### config.mk
export PLATFORM = sky130hd
export DESIGN_NAME = tc_abs_16_rr_sched
export DESIGN_NICKNAME = d
export VERILOG_FILES = /design/src/rtl/tc_abs_16_rr_sched.sv
export SDC_FILE = /design/constraint.sdc
export NUM_CORES = 1
export LEC_CHECK = 0
export CORE_MARGIN = 5
export CORE_UTILIZATION = 47
export CTS_BUF_LIST = sky130_fd_sc_hd__clkbuf_4 sky130_fd_sc_hd__clkbuf_8
export DETAILED_ROUTE_END_ITERATION = 8
export PLACE_DENSITY = 0.87
export REMOVE_ABC_BUFFERS = 1
export SYNTH_ARGS = -nofsm -noshare
export SYNTH_HDL_FRONTEND = slang
export SYNTH_SLANG_ARGS = --single-unit
export TNS_END_PERCENT = 5
### constraint.sdc
create_clock -name clk -period 5.85 [get_ports clk]
set_input_delay 0.585 -clock clk [delete_from_list [all_inputs] [get_ports clk]]
set_output_delay 0.585 -clock clk [all_outputs]
set_load 0.01 [all_outputs]
### src/rtl/tc_abs_16_rr_sched.sv
// tc_abs_16_rr_sched
//   Round-robin front end that shares a single tc_abs_16 datapath among NREQ
//   fixed-point stream producers. Two pipeline stages: an operand register (s1)
//   feeding tc_abs_16 combinationally, then a result register that holds the
//   tagged response under valid/ready back-pressure.
//
// Ports
//   clk, rst      rising-edge clock, synchronous active-high reset
//   req_valid     [NREQ]      per-requester operand valid
//   req_data      [NREQ][16]  operand i in req_data[i], two's complement
//   req_ready     [NREQ]      one-hot accept; all zero when stage 1 cannot take
//   resp_valid    result valid
//   resp_data     |operand| (16 bit)
//   resp_tag      [TAG_W] index of the requester that issued the result
//   resp_ready    consumer accepts result
//   busy          any stage holds an operand
//
// Configuration
//   TC_ABS_SAT_EN  when defined, abs(0x8000) saturates to 0x7FFF in stage 2;
//                  otherwise it wraps to 0x8000. No port/latency change.

module tc_abs_16 (
  input  logic [15:0] a,
  output logic [15:0] fs_0
);
  assign fs_0 = a[15] ? (~a + 16'd1) : a;
endmodule

module tc_abs_16_rr_sched #(
  parameter int NREQ  = 4,
  parameter int TAG_W = 2
) (
  input  logic                  clk,
  input  logic                  rst,
  input  logic [NREQ-1:0]       req_valid,
  input  logic [NREQ-1:0][15:0] req_data,
  output logic [NREQ-1:0]       req_ready,
  output logic                  resp_valid,
  output logic [15:0]           resp_data,
  output logic [TAG_W-1:0]      resp_tag,
  input  logic                  resp_ready,
  output logic                  busy
);

  logic             s1_valid;
  logic [15:0]      op_reg;
  logic [TAG_W-1:0] tag_reg;
  logic [TAG_W-1:0] rr_ptr;

  logic             adv1, acc, xfer, found;
  logic [NREQ-1:0]  win;
  logic [TAG_W-1:0] win_idx;
  logic [15:0]      fs_0, res;

  // Stage 1 moves when the result register is empty or being drained;
  // stage 1 can take a new operand whenever it is empty or moving.
  assign adv1 = s1_valid & (~resp_valid | resp_ready);
  assign acc  = ~s1_valid | adv1;

  // Scan from rr_ptr upward, wrapping at NREQ (not at 2**TAG_W), so a
  // non-power-of-two NREQ never yields an out-of-range index.
  always_comb begin
    logic [TAG_W:0] idx;
    win     = '0;
    win_idx = '0;
    found   = 1'b0;
    idx     = '0;
    for (int k = 0; k < NREQ; k++) begin
      idx = {1'b0, rr_ptr} + (TAG_W+1)'(k);
      if (idx >= (TAG_W+1)'(NREQ)) idx = idx - (TAG_W+1)'(NREQ);
      if (!found && req_valid[idx[TAG_W-1:0]]) begin
        found   = 1'b1;
        win_idx = idx[TAG_W-1:0];
      end
    end
    if (found) win[win_idx] = 1'b1;
  end

  assign req_ready = win & {NREQ{acc}};
  assign xfer      = found & acc;
  assign busy      = s1_valid | resp_valid;

  tc_abs_16 u_abs (
    .a    (op_reg),
    .fs_0 (fs_0)
  );

`ifdef TC_ABS_SAT_EN
  // Only the most-negative input overflows; clamp it to the largest positive.
  assign res = (fs_0 == 16'h8000) ? 16'h7FFF : fs_0;
`else
  assign res = fs_0;
`endif

  always_ff @(posedge clk) begin
    if (rst) begin
      s1_valid   <= 1'b0;
      op_reg     <= '0;
      tag_reg    <= '0;
      rr_ptr     <= '0;
      resp_valid <= 1'b0;
      resp_data  <= '0;
      resp_tag   <= '0;
    end else begin
      // A new transfer refills stage 1 in the same edge it advances.
      if (xfer) begin
        op_reg   <= req_data[win_idx];
        tag_reg  <= win_idx;
        s1_valid <= 1'b1;
        rr_ptr   <= (win_idx == TAG_W'(NREQ-1)) ? '0 : win_idx + 1'b1;
      end else if (adv1) begin
        s1_valid <= 1'b0;
      end

      if (adv1) begin
        resp_data  <= res;
        resp_tag   <= tag_reg;
        resp_valid <= 1'b1;
      end else if (resp_valid && resp_ready) begin
        resp_valid <= 1'b0;
      end
    end
  end

endmodule

### Yosys cells after proc, flatten, opt, wreduce, memory -nomap -nowiden

Index checks and enable logic that the tools add are counted.

| storage, ports and cells | value |
|---|---|
| logic and storage cells | 77 |
| input port bits | 71 |
| bits in registers | 40 |
| output and inout bits | 24 |

| operators by class | value |
|---|---|
| bitwise logic cells | 9 |
| equal/unequal tests | 1 |
| magnitude comparators | 10 |
| reduce and logical (&&, ||, !) cells | 10 |
| muxes and demuxes | 31 |
| add/sub/neg operators | 9 |

Operators with widths:

| cell | count |
|---|---|
| $bmux W16 S2 | 1 |
| $mux W16 | 2 |
| $mux W2 | 9 |
| $add A16 B1 Y16 const B | 1 |
| $not A16 Y16 | 1 |
| $lt A2 B3 Y1 const B | 5 |
| $mux W1 | 13 |
| $ge A3 B3 Y1 const B | 3 |
| $bmux W1 S2 | 4 |
| $sub A2 B1 Y2 const B | 4 |
| $add A2 B2 Y3 const B | 2 |
| $logic_and A1 B1 Y1 | 5 |
| $and A4 B4 Y4 | 1 |
| $mux W4 | 1 |
| $reduce_bool A2 Y1 | 2 |
| $add A2 B1 Y3 const B | 1 |
| $ge A2 B3 Y1 const B | 1 |
| $logic_not A1 Y1 | 3 |
| $or A1 B1 Y1 | 3 |
| $add A2 B1 Y2 const B | 1 |
| $and A1 B1 Y1 | 2 |
| $demux W1 S2 | 1 |
| $eq A2 B2 Y1 const B | 1 |
| $ge A2 B1 Y1 const B | 1 |
| $not A1 Y1 | 2 |

### Logic depth before layout (Yosys ltp)

| depth | value |
|---|---|
| word-level depth | 20 |
| depth in mapped cells | 8 |
| mapped depth without buffers | 6 |

### Hierarchy

A second synthesis with hierarchy kept.

| unflattened totals | value |
|---|---|
| cells, all modules | 267 |
| area total of the unflattened synthesis | 2346.0 um^2 |

Modules (own cells, without submodules):

| module | sequential area each (um^2) | times used | area an instance (um^2) | cells an instance |
|---|---|---|---|---|
| tc_abs_16_rr_sched | 800.8 | 1 | 1980.6 | 219 |
| tc_abs_16 | 0.0 | 1 | 365.4 | 48 |

### Least setup slack after synthesis

No wires, ideal clock.

| timing path | value |
|---|---|
| kind | in2out |
| start point | input req_valid[0] |
| end point | output req_ready[2] |
| data arrival time | 1.965 ns |
| data required time | 5.265 ns |
| stages on the path | 7 |
| setup slack | 3.300 ns |
| path buffers | 2 |
| cells stage by stage | a21oi_1 > o21ai_0 > o2bb2a_1 > buf_2 > buf_1 > ha_1 > and2_1 |

| on the way | value |
|---|---|
| longest elaborated chain between the ends | 18 |
| elaborated cells between the ends (all ways) | 29 |
| classes of those cells | order compare: 2; mux: 19; bitwise: 1; reduce/logical: 7 |

RTL lines:

| what | RTL line | text |
|---|---|---|
| start, declared | 35 | `input logic [NREQ-1:0] req_valid,` |
| $bmux W1 S2 | 71 | `if (!found && req_valid[idx[TAG_W-1:0]]) begin` |
| $mux W1 (implied by the code) | 71 |  |
| $mux W1 | 71 |  |
| $logic_not A1 Y1 | 71 |  |
| $logic_and A1 B1 Y1 | 71 |  |
| $mux W1 | 71 |  |
| $logic_not A1 Y1 | 71 |  |
| $logic_and A1 B1 Y1 | 71 |  |
| (+2 left out) | n/a |  |
| $logic_and A1 B1 Y1 | 71 |  |
| $mux W2 | 71 |  |
| $lt A2 B3 Y1 (implied by the code) or $ge A2 B1 Y1 (tied branches) | 76 | `if (found) win[win_idx] = 1'b1;` |
| $logic_and A1 B1 Y1 (implied by the code) | 76 |  |
| $mux W1 (implied by the code) | 76 |  |
| $demux W1 S2 | 76 |  |
| $mux W4 * | 76 |  |
| $and A4 B4 Y4 * | 79 | `assign req_ready = win & {NREQ{acc}};` |
| end, declared | 37 | `output logic [NREQ-1:0] req_ready,` |

Mark *: on every way between the ends. The rest lies on a longest branch, timed or not. The select of a mux whose other input is x is not followed.

### Worst setup path in the final report

Same ends and word-level chain as after synthesis.

==> insert_results.sql <==
INSERT INTO impl_metrics (metric_group, metric, value, unit) VALUES
('sta', 'setup_viol', '0', ''),
('worst_setup_path', 'cp-endpoint', 'req_ready[2]', ''),
('grt', 'wire_length_of_the_first_global_routing_pass', '9.660', 'mm'),
('routing', 'num_vias', '2180', ''),
('sta', 'unrepaired_setup_endpoints_after_global_routing', 'false', ''),
('final_layout', 'finish.utilization', '71.44', '%'),
('grt', 'first_global_vias', '2112', ''),
('floorplan', 'initial_core_util', '48.08', '%'),
('logic_synthesis', 'synthesis.area_per_instance', '9.109', 'sq um'),
('worst_setup_path', 'cpLargestDelayFamily', 'compound AO/OA/AOI/OAI gates', ''),
('worst_setup_path', 'worst_ep_required_time', '5270', 'ps'),
('worst_setup_path', 'r2r_setup_slack', '3400', 'ps'),
('floorplan', 'core', '4661', 'sq um'),
('grt', 'global_route.peak_usage_layer', 'met2', ''),
('logic_synthesis', 'postSynthRegisterBits', '40', ''),
('floorplan', 'placement_rows', '25', ''),
('routing', 'drt-wirelength-per-cell', '15.79', 'microns'),
('logic_synthesis', 'yosysUniqueCellTypes', '42', ''),
('worst_setup_path', 'most_common_cell_on_crit_path', 'sky130_fd_sc_hd__clkdlybuf4s50_1', ''),
('pwr', 'total_leakage_power', '1.243', 'nW'),
('sta', 'maxSlewViolCount', '0', ''),
('routing', 'per_cell_via_count_in_the_routed_design', '5.619', ''),
('worst_setup_path', 'timing.critical_path.to_type', 'output pin', ''),
('final_layout', 'final-instance-count-excl-fill', '388', ''),
('logic_synthesis', 'synth-edff-count', '0', ''),
('grt', 'globalRouteMet2Util', '33.00', '%'),
('worst_setup_path', 'timing.rr.end', 'op_reg[12]', ''),
('sta', 'hold-worst-slack', '465.3', 'ps'),
('sta', 'layout_min_cycle_time', '3791', 'ps'),
('worst_setup_path', 'criticalPathCategory', 'in -> out', ''),
('cts', 'clk_root_buffer_cell', 'sky130_fd_sc_hd__clkbuf_8', ''),
('cts', 'cts_num_sinks', '40', ''),
('sta', 'final.period_utilization', '64.81', '%'),
('grt', 'use_met1', '22.95', '%'),
('logic_synthesis', 'ys_async_sr_fraction', '0', '%'),
('grt', 'antenna_found_initial', '0', ''),
('grt', 'grtUsageMet3', '3.628', '%'),
('sta', 'worst_slew_pin_slew', '1055', 'ps'),
('worst_setup_path', 'crit-reg2reg-launch', 'rr_ptr[1]', ''),
('worst_setup_path', 'critical_path_arrival', '3210', 'ps'),
('floorplan', 'horiz_die_dim', '79.05', 'microns'),
('floorplan', 'die_height', '79.05', 'microns'),
('worst_setup_path', 'crit_path_cell_trace', 'clkdlybuf4s50_1 > a21oi_1 > o21ai_0 > o2bb2a_2 > ha_1 > and2_1 > clkdlybuf4s50_1', ''),
('routing', 'route.final.wire_length', '6.125', 'mm'),
('placed_design', 'buffer_ports.inserted', '94', ''),
('final_layout', 'n_antenna_cell', '0', ''),
('hold_path', 'timing.hold.worst.class', 'reg -> reg', ''),
('worst_setup_path', 'critical_path_cell_count', '7', ''),
('final_layout', 'share_of_layout_cells_above_drive_strength_1', '5.090', '%'),
('logic_synthesis', 'syn_inst', '246', ''),
('cts', 'cts_tree', 'yes', ''),
('routing', 'detailedRoute.firstPassIterationCount', '4', ''),
('cts', 'clock_insertion_delay_worst_skew', '300', 'ps'),
('final_layout', 'layout.nets', '407', ''),
('sta', 'setup_tns', '0', 'ps'),
('logic_synthesis', 'syn_area', '2241', 'sq um'),
('run_status', 'status', 'finished, final reports clean', ''),
('grt', 'grt-ovfl-total', '0', ''),
('placed_design', 'dp.final_hpwl', '4.664', 'mm'),
('cts', 'htree_levels', '2', ''),
('placed_design', 'gp_congestion', '0.8704', ''),
('cts', 'cts_resized', '0', ''),
('floorplan', 'floorplan.die_area', '6249', 'sq um'),
('routing', 'drc_marker_count_from_the_first_detailed_route_iteration', '123', ''),
('routing', 'drc', '0', ''),
('sta', 'maxClockFrequency', '263.8', 'MHz'),
('final_layout', 'filler_cell_count', '361', ''),
('final_layout', 'area_growth_syn_to_layout', '48.58', '%'),
('floorplan', 'io-pin-count', '95', ''),
('cts', 'hold_buffers', '0', ''),
('cts', 'cts-buffers-inserted', '5', '');
-- metal layers --
layer	wire, microns	vias up
li1	-	1090
met1	2432	995
met2	3079	77
met3	392	18
met4	221	0
met5	0	-
-- where the power goes --
group / switching (W) / internal, W / total, W
Combinational: 0.000130 / 0.000167 / 0.000298
Clock: 0.0000951 / 0.000150 / 0.000246
Sequential: 0.0000457 / 0.000310 / 0.000356
-- cells by family (layout without fill, tap and decap cells) --
kind of cell	count (synthesis)	count (layout)	share of synthesized area, %
simple gates	74	74	18.15
compound gates	62	62	21.38
flops	40	40	35.73
mux	34	34	15.19
buf+inv	23	111	3.964
xor+xnor	10	10	3.908
fa+ha+maj	3	3	1.675
-- worst min path at each step --
stage | start | end | slack, ps | cells past startpoint
finish | resp_tag[1] | resp_tag[1] | 470 | 2
global placement | resp_data[15] | resp_data[15] | 440 | 2
global route | resp_data[15] | resp_data[15] | 500 | 2
floorplan | tag_reg[0] | resp_tag[0] | 430 | 2
CTS | resp_data[15] | resp_data[15] | 470 | 2
detailed placement | resp_data[15] | resp_data[15] | 450 | 2
-- metrics by stage --
step,total power [W],area (sq um),setup slack (ps)
6_report,0.0008992,3329,2059
5_1_grt,0.0009484,3329,1937
4_1_cts,0.0009041,3329,2036
3_5_place_dp,0.0006593,3203,2037
3_3_place_gp,0.0006499,3203,2113
2_1_floorplan,0.0005296,2178,2718
-- synthesized netlist by cell type (4+ instances only) --
master                     number  share of area, %
sky130_fd_sc_hd__a211oi_1       7               2.3
sky130_fd_sc_hd__a21oi_1       12               2.7
sky130_fd_sc_hd__a22o_1         5               2.0
sky130_fd_sc_hd__clkbuf_1      11               1.8
sky130_fd_sc_hd__dfxtp_1       40                36
sky130_fd_sc_hd__inv_1          7               1.2
sky130_fd_sc_hd__mux2i_1       34                15
sky130_fd_sc_hd__nand2_1       15               2.5
sky130_fd_sc_hd__nand3b_1      13               4.4
sky130_fd_sc_hd__nor2_1        21               3.5
sky130_fd_sc_hd__o21ai_0        8               1.8
sky130_fd_sc_hd__o221ai_1      16               6.3
sky130_fd_sc_hd__or3_1          5               1.4
sky130_fd_sc_hd__xnor2_1        6               2.3
sky130_fd_sc_hd__xor2_1         4               1.6
-- worst min-delay path, delay by kind of cell (launching register included) --
kind               cells  cell delay [ps]
AOI/OAI and AO/OA      1               50
DFF                    1              320
and+or+nand+nor        1               50
-- cell type report --
cell class                 instances  area (sq um)  area share [%]
timing repair buffer              96         955.9           28.71
sequential                        40         800.8           24.05
clock buffer                       7         96.34           2.894
inverter                           7         26.28          0.7892
multi-input combinational        183          1353           40.62
clock inverter                     1         30.03          0.9019
tap                               54         67.56           2.029
No activity file was read; power rests on OpenSTA's default activity.
